`src/rtl/seg_scan_ctrl.sv`:
```
// rtl/seg_scan_ctrl.sv - multiplexed seven-segment scan controller for common-anode digits
//
// Walks DIGITS time-multiplexed digits, one slot of 2**DIVBITS clocks each.
// The first BLANK clocks of every slot are blanked so the previous digit's
// pattern never ghosts onto the next anode. Characters are held in a small
// buffer written through a valid/ready port and presented one at a time to
// an external ASCII-to-segment lookup.
//
// Ports:
//   clk       in   system clock, all state on the rising edge
//   reset_n   in   asynchronous active-low reset
//   en        in   display enable; low blanks every digit
//   wr_valid  in   buffer write request
//   wr_ready  out  write accepted when wr_valid & wr_ready at a rising edge
//   wr_index  in   buffer entry to write
//   wr_char   in   ASCII code to store
//   char      out  character presented to the lookup
//   seg_in    in   registered lookup pattern (updates on the falling edge)
//   seg       out  active-low segments, bit 7 = decimal point
//   an        out  active-low anode selects, bit i = digit i

module seg_scan_ctrl #(
  parameter int IDXW    = 2,
  parameter int DIVBITS = 16,
  parameter int BLANK   = 4
) (
  input  logic                  clk,
  input  logic                  reset_n,
  input  logic                  en,
  input  logic                  wr_valid,
  output logic                  wr_ready,
  input  logic [IDXW-1:0]       wr_index,
  input  logic [6:0]            wr_char,
  output logic [6:0]            char,
  input  logic [7:0]            seg_in,
  output logic [7:0]            seg,
  output logic [(2**IDXW)-1:0]  an
);

  localparam int DIGITS = 2**IDXW;

  localparam logic [DIVBITS-1:0] BLANK_V  = DIVBITS'(BLANK);
  localparam logic [6:0]         SPACE    = 7'd32;
  localparam logic [7:0]         SEG_OFF  = 8'hFF;
  localparam logic [DIGITS-1:0]  AN_OFF   = '1;

  typedef enum logic [1:0] {
    S_INIT = 2'd0,
    S_RUN  = 2'd1,
    S_OFF  = 2'd2
  } state_t;

  state_t              state, state_nxt;
  logic [IDXW-1:0]     cur, cur_nxt;
  logic [IDXW-1:0]     init_cnt, init_cnt_nxt;
  logic [DIVBITS-1:0]  div, div_nxt, div_inc;
  logic [7:0]          seg_nxt;
  logic [DIGITS-1:0]   an_nxt;
  logic [6:0]          char_nxt;

  logic [6:0]          char_buf [DIGITS];
  logic                buf_we;
  logic [IDXW-1:0]     buf_addr;
  logic [6:0]          buf_data;

  // The port is closed only while INIT owns the buffer write path.
  assign wr_ready = (state != S_INIT);

  always_comb begin
    state_nxt    = state;
    cur_nxt      = cur;
    div_nxt      = div;
    init_cnt_nxt = init_cnt;
    seg_nxt      = seg;
    an_nxt       = an;
    char_nxt     = char;
    buf_we       = 1'b0;
    buf_addr     = wr_index;
    buf_data     = wr_char;
    div_inc      = div + DIVBITS'(1);

    case (state)
      S_INIT: begin
        // Clear one entry per clock; the port is closed so no write competes.
        buf_we       = 1'b1;
        buf_addr     = init_cnt;
        buf_data     = SPACE;
        init_cnt_nxt = init_cnt + IDXW'(1);
        if (init_cnt == {IDXW{1'b1}}) begin
          state_nxt = en ? S_RUN : S_OFF;
          cur_nxt   = '0;
          div_nxt   = '0;
        end
      end

      S_RUN: begin
        char_nxt = char_buf[cur];
        buf_we   = wr_valid;
        if (!en) begin
          state_nxt = S_OFF;
          div_nxt   = '0;
          an_nxt    = AN_OFF;
          seg_nxt   = SEG_OFF;
        end else begin
          div_nxt = div_inc;
          if (div == {DIVBITS{1'b1}}) begin
            cur_nxt = cur + IDXW'(1);
          end
          // Outputs follow the slot position the divider is moving to, so the
          // anode drops exactly on the capture edge and never during blank.
          if (div_inc < BLANK_V) begin
            an_nxt  = AN_OFF;
            seg_nxt = SEG_OFF;
          end else if (div_inc == BLANK_V) begin
            // BLANK >= 3 keeps this edge away from a wrap, so cur is the
            // digit whose character has been in char for two clocks.
            seg_nxt = seg_in;
            an_nxt  = ~(DIGITS'(1) << cur);
          end
        end
      end

      S_OFF: begin
        char_nxt = char_buf[cur];
        buf_we   = wr_valid;
        div_nxt  = '0;
        an_nxt   = AN_OFF;
        seg_nxt  = SEG_OFF;
        // Re-entering RUN with div at 0 restarts cur's slot from its blank phase.
        if (en) begin
          state_nxt = S_RUN;
        end
      end

      default: begin
        state_nxt = S_INIT;
      end
    endcase
  end

  always_ff @(posedge clk or negedge reset_n) begin
    if (!reset_n) begin
      state    <= S_INIT;
      cur      <= '0;
      init_cnt <= '0;
      div      <= '0;
      seg      <= SEG_OFF;
      an       <= AN_OFF;
      char     <= SPACE;
    end else begin
      state    <= state_nxt;
      cur      <= cur_nxt;
      init_cnt <= init_cnt_nxt;
      div      <= div_nxt;
      seg      <= seg_nxt;
      an       <= an_nxt;
      char     <= char_nxt;
    end
  end

  // Buffer has no reset: INIT rewrites every entry after each reset.
  always_ff @(posedge clk) begin
    if (buf_we) begin
      char_buf[buf_addr] <= buf_data;
    end
  end

endmodule

```
`config.mk`:
```
export PLATFORM = sky130hd
export DESIGN_NAME = seg_scan_ctrl
export DESIGN_NICKNAME = d
export VERILOG_FILES = /design/src/rtl/seg_scan_ctrl.sv
export SDC_FILE = /design/constraint.sdc
export NUM_CORES = 1
export LEC_CHECK = 0
export CELL_PAD_IN_SITES_DETAIL_PLACEMENT = 0
export CELL_PAD_IN_SITES_GLOBAL_PLACEMENT = 1
export CORE_MARGIN = 1.5
export CORE_UTILIZATION = 40
export CTS_CLUSTER_DIAMETER = 40
export DETAILED_ROUTE_END_ITERATION = 16
export GPL_ROUTABILITY_DRIVEN = 0
export PLACE_DENSITY_LB_ADDON = 0.3
export SLEW_MARGIN = 5
export SYNTH_ARGS = -nofsm -noshare
export SYNTH_HDL_FRONTEND = slang
export SYNTH_SLANG_ARGS = --single-unit
```
`constraint.sdc`:
```
create_clock -name clk -period 3.2 [get_ports clk]
set_input_delay 0.96 -clock clk [delete_from_list [all_inputs] [get_ports clk]]
set_output_delay 0.96 -clock clk [all_outputs]
set_load 0.05 [all_outputs]
```
Word level (Yosys, flattened, before mapping)
Memory sizes are Yosys's and may differ from the RTL's. A register that Yosys moved wholly into a read port is not among the register bits.
Cells that the tools add are included.
{"block": "totals", "ff_bits": 34, "ram_bits": 28, "in_bits": 21, "output_inout_bits": 20, "elab_cells": 60, "n_memories": 1}
{"memory": "char_buf", "depth": 4, "word_bits": 7, "read_ports": 1, "rd_clocked_by_memory_dff": 1, "write_ports": 1, "line_no": "61", "rtl": "logic [6:0] char_buf [DIGITS];"}
{"block": "op_classes", "addsub": 3, "order_cmp": 1, "n_eq_ne": 11, "n_shift": 1, "mux": 25, "n_bitwise": 1, "reduce_logical": 11}
{"op": "$pmux W16 S3", "n": 1}
{"op": "$mux W16", "n": 2}
{"op": "$mux W8", "n": 3}
{"op": "$add A16 B1 Y16 const B", "n": 1}
{"op": "$eq A16 B16 Y1 const B", "n": 1}
{"op": "$eq A16 B3 Y1 const B", "n": 1}
{"op": "$lt A16 B3 Y1 const B", "n": 1}
{"op": "$mux W2", "n": 8}
{"op": "$pmux W8 S2", "n": 1}
{"op": "$mux W4", "n": 3}
{"op": "$ne A2 B2 Y1 const B", "n": 5}
{"op": "$pmux W4 S2", "n": 1}
{"op": "$mux W7", "n": 1}
{"op": "$pmux W2 S3", "n": 1}
{"op": "$reduce_bool A2 Y1", "n": 3}
{"op": "$add A2 B1 Y2 const B", "n": 2}
{"op": "$eq A2 B2 Y1 const B", "n": 2}
{"op": "$ne A4 B4 Y1 const B", "n": 1}
{"op": "$not A4 Y4", "n": 1}
{"op": "$pmux W2 S2", "n": 1}
{"op": "$reduce_and A2 Y1", "n": 2}
{"op": "$reduce_and A4 Y1", "n": 1}
{"op": "$shl A1 B2 Y4 const A", "n": 1}
{"op": "$reduce_and A3 Y1", "n": 1}
{"op": "other kinds (7)", "n": 8}

Depth between registers and ports, before layout
Gate-level depths: netlist of run 1.
{"block": "logic_depth", "ltp_word": 6, "mapped_depth": 11, "depth_no_buf": 8}

Least setup slack after synthesis of run 1
OpenSTA, ideal clock, no wires.
{"block": "synth_path", "path_type": "reg-to-reg", "startpoint": "register div[0]", "endpoint": "register an[1]", "setup_time_ns": 0.060, "arrival_ns": 2.546, "required_ns": 3.140, "path_slack_ns": 0.594, "path_stages_with_launch": 11, "path_buffers": 2, "period_less_slack_ns": 2.606, "path_cell_list": "dfrtp_1 ha_1 buf_6 or4b_1 a211o_1 o41ai_2 o2111ai_2 nor4_4 o21a_2 buf_6 o221a_2"}
{"block": "synth_between", "elab_chain_cells": 5, "word_cells_on_any_way": 8, "cone_classes": "add/sub (1); order compare (1); eq/ne (2); mux (3); reduce/logical (1)"}
{"element": "start, declared", "line_no": "56", "rtl": "logic [DIVBITS-1:0] div, div_nxt, div_inc;"}
{"element": "start signal, assigned", "line_no": "154", "rtl": "div <= div_nxt;"}
{"element": "$add A16 B1 Y16 *", "line_no": "80", "rtl": "div_inc = div + DIVBITS'(1);"}
{"element": "$lt A16 B3 Y1", "line_no": "111", "rtl": "if (div_inc < BLANK_V) begin"}
{"element": "$mux W4", "line_no": "111"}
{"element": "$mux W4", "line_no": "99", "rtl": "if (!en) begin"}
{"element": "$pmux W4 S2", "line_no": "82", "rtl": "case (state)"}
{"element": "end signal, assigned", "line_no": "156", "rtl": "an <= an_nxt;"}
{"element": "end, declared", "line_no": "37", "rtl": "output logic [(2**IDXW)-1:0] an"}
Mark *: on every way between the ends. The rest lies on a longest branch, timed or not.
A chain may end at the register's enable or synchronous reset.

Worst setup path in the final report of run 1
{"block": "layout_path", "startpoint": "register state[0]", "endpoint": "output port wr_ready"}
{"block": "layout_between", "elab_chain_cells": 1}
{"element": "start, declared", "line_no": "53", "rtl": "state_t state, state_nxt;"}
{"element": "start signal, assigned", "line_no": "151", "rtl": "state <= state_nxt;"}
{"element": "$reduce_bool A2 Y1", "line_no": "67", "rtl": "assign wr_ready = (state != S_INIT);"}
{"element": "end, declared", "line_no": "31", "rtl": "output logic wr_ready,"}
Every way passes these cells.

==> out/metrics.cfg, run 1 <==
[hold_path]
timing.hold.worst_path_depth=1
hold_class=flip-flop to flip-flop
min_from=init_cnt[0]
hold_end=init_cnt[0]

[synth]
syn_nets=335
async_reset_ff_frac=0.5942
ys_seq_area_frac=0.5388
yosys_warnings=0
synth_cells=304
synth_cell_types=49
synth_edf_count=28
synth_area_um2=3495
synth_flop_cell=edfxtp_1
synth_top_area_share=0.2406
syn_area_per_cell_um2=11.50
yosysTopAreaCell=edfxtp_1
synth_seq_cells=69
synth.area.top_cells=edfxtp_1 (24%), dfrtp_1 (20%), dfstp_2 (9.8%), mux4_2 (4.5%), ha_1 (3.6%)

[setup_path]
critPathCaptureType=output port
regToRegEndpoint=seg[5]
critPathSlowestCell=clkdlybuf4s50_1
ff2ff_setup_slack_ns=0.56
critPathKind=flip-flop to output port
worstSetupStartpointType=flip-flop
required_ns=2.24
path_max_fanout=7
r2r-start=div[0]
cp_common_cell=inv_1
r2r_cells=9
crit_path_start=state[0]
slowest_delay_ns=0.81
critPathArrivalTime_ns=2.04
path_cells=inv_1 > ha_1 > inv_1 > clkdlybuf4s50_1

[final_layout]
syn_to_final_growth_pct=19.69
final_cells=454
fin_nets=375
finish.utilization=0.5015
nFillCells=762
drive_gt1_frac=0.1805
diodes=0

[drt]
drt_first_iter_violations=154
vias=2467
drt_first_pass_iters=5
drt_wl_total_um=7228
drt-wirelength-per-cell_um=15.92
viasPerCell=5.434
drtAntennaViolNets=0
drc_errors=0

[floorplanning]
initial_utilization=0.4190
fp.coreArea_um2=8341
placementRows=33
io_pins=41
die_w_um=96.47
die-area_um2=9306
die_h_um=96.47

[clock_network]
cts.path.max_buffers=2
cts_tree=yes
cts_hold_buffers=0
clk_latency_ns=0.36
cts_resized=0
cts-htree-levels=3
postCtsSetupBuffers=0
cts_root_buffer=clkbuf_8
cts_made_buffers=9
clk_pin_slew_ns=0.08
cts_sinks=69

[sta]
worstMarginPinSlew_ns=0.9890
skew_ns=0.01020
fin_setup_tns_ns=0
rsz0062_at_grt=false
fmax_ghz=0.3338
drv_slew=0
fin_crit_sh=0.9363
slew_headroom=0.3407
whs_ns=0.5105
period_needed_ns=2.996
setup_violations=0
timing.final.ws_setup_ns=0.2039
hold_violations=0

[run]
maxCapViolCount=0

[place]
io_buffers=40
pre_cts_ws_ns=0.4810
hpwlAfterDp_um=4776
dp_cells=438

[grt]
grt_pass1_wl_um=11700
grt_usage=0.1723
grt_pass1_vias=2365
grt_max_degree=42
grt_antenna_before_repair=0
overflow=0

[power_and_ir_drop]
vdd_drop_max_v=0.0005877
clkPwrFrac=0.214
pwr-share-comb=0.392
seqPwrFrac=0.394
power.net_switching_mw=1.348
cellPowerDensity_nw_per_um2=803.6
power.leakage_nw=1.563
p_int_mw=2.013
sw_frac_of_total=0.4011

[status]
status=completed

==> area by class of cell <==
cell class / instances / area (µm²) / share of cell area
tap: 105 / 131.4 / 0.03141
clock buffer: 9 / 123.9 / 0.02961
multi-input combinational: 208 / 1481 / 0.3542
clock inverter: 7 / 73.82 / 0.01765
sequential: 69 / 1883 / 0.4502
inverter: 7 / 26.28 / 0.006282
timing repair buffer: 49 / 462.9 / 0.1107
==> worst max-delay path, delay by kind of cell (launching register included) <==
kind	cells	cell delay, ns
flops	1	0.46
buf+inv	3	0.99
fa+ha+maj	1	0.23
==> state kept, by name (all words and copies together), names as in the netlist <==
signal,flops
char_buf,28
seg,8
char,7
state,2
div,16
an,4
cur,2
init_cnt,2
==> cell usage in the layout (no fill, tap or decap), types with 2 or more instances in the layout <==
| cell type | netlist | layout |
|---|---|---|
| a211oi_1 | 3 | 3 |
| a21o_1 | 2 | 2 |
| a21oi_1 | 6 | 6 |
| a22o_1 | 3 | 3 |
| a31oi_1 | 4 | 4 |
| and3_1 | 5 | 5 |
| buf_4 | 1 | 9 |
| clkbuf_8 | 0 | 9 |
| clkdlybuf4s50_1 | 0 | 39 |
| dfrtp_1 | 28 | 28 |
| dfstp_2 | 13 | 13 |
| edfxtp_1 | 28 | 28 |
| ha_1 | 10 | 10 |
| inv_1 | 7 | 7 |
| inv_8 | 0 | 5 |
| mux2_2 | 8 | 8 |
| mux4_2 | 7 | 7 |
| nand2_1 | 26 | 26 |
| nand2b_1 | 3 | 3 |
| nand3_1 | 16 | 16 |
| nand4_1 | 5 | 5 |
| nor2_1 | 20 | 20 |
| nor2b_1 | 9 | 9 |
| nor3_1 | 10 | 10 |
| nor4_1 | 2 | 2 |
| o211a_1 | 8 | 8 |
| o21ai_0 | 12 | 12 |
| o21ai_1 | 8 | 8 |
| o221a_2 | 4 | 4 |
| o31ai_1 | 6 | 6 |
| o41ai_1 | 2 | 2 |
| or3_1 | 10 | 10 |
| xnor2_1 | 4 | 4 |
==> cells in the mapped netlist (2+ instances only) <==
| cell | count |
|---|---|
| and3_1 | 5 |
| o221a_2 | 4 |
| o41ai_1 | 2 |
| nand2b_1 | 3 |
| nor3_1 | 10 |
| nor2_1 | 20 |
| nand2_1 | 26 |
| o211a_1 | 8 |
| edfxtp_1 | 28 |
| ha_1 | 10 |
| or3_1 | 10 |
| a22o_1 | 3 |
| nand3_1 | 16 |
| o21ai_1 | 8 |
| a31oi_1 | 4 |
| o21ai_0 | 12 |
| dfrtp_1 | 28 |
| clkbuf_1 | 12 |
| mux4_2 | 7 |
| nand4_1 | 5 |
| a211oi_1 | 3 |
| buf_6 | 3 |
| mux2_2 | 8 |
| dfstp_2 | 13 |
| xnor2_1 | 4 |
| nor4_1 | 2 |
| nor2b_1 | 9 |
| o31ai_1 | 6 |
| buf_1 | 2 |
| a21o_1 | 2 |
| inv_1 | 7 |
| a21oi_1 | 6 |
| buf_2 | 2 |
==> power groups by stage <==
stage	Clock, mW	Combinational, mW	Sequential [mW]
finish	0.720	1.32	1.32
CTS	0.741	1.33	1.33
detailed placement	0	1.32	1.35
floorplan	0	0.799	1.45
global placement	0	1.30	1.34
global route	0.774	1.44	1.36
==> worst max-delay path by stage <==
stage / endpoint / depth (start not counted)
6_report: wr_ready / 4
5_1_grt: wr_ready / 4
4_1_cts: wr_ready / 4
3_5_place_dp: seg[5] / 5
3_3_place_gp: seg[5] / 5
2_1_floorplan: an[1] / 10
==> layer usage <==
metal | up-vias | wire length [µm] | GRT usage
met5 | - | 0 | 0
met2 | 52 | 3222 | 0.2622
met4 | 0 | 76 | 0.06159
met1 | 1194 | 3646 | 0.2301
met3 | 6 | 282 | 0.05634
li1 | 1215 | - | -
==> per-stage QoR <==
stage                     power [mW]  area [µm²]
after floorplan                2.253        3495
after global placement         2.643        3985
after detailed placement       2.672        3985
after CTS                      3.403        4183
after global routing           3.570        4183
final                          3.361        4183
==> cells by family (layout without fill, tap and decap cells) <==
group,Yosys count,after routing,share of synthesized area
buf+inv,27,72,0.03724
mux,16,16,0.07376
xor+xnor,5,5,0.01253
fa+ha+maj,10,10,0.03580
flops,69,69,0.5388
compound gates,66,66,0.1396
simple gates,111,111,0.1622
Note: power is estimated with default switching activity, not from simulation.
==> run 2, diff against run 1 <==
--- a/config.mk
+++ b/config.mk
@@ -13,6 +13,7 @@
 export DETAILED_ROUTE_END_ITERATION = 16
 export GPL_ROUTABILITY_DRIVEN = 0
 export PLACE_DENSITY_LB_ADDON = 0.3
+export SKIP_LAST_GASP = 1
 export SLEW_MARGIN = 5
 export SYNTH_ARGS = -nofsm -noshare
 export SYNTH_HDL_FRONTEND = slang
==> results of run 2 <==
No change in the layout: final DEF, timing and power equal those of run 1.
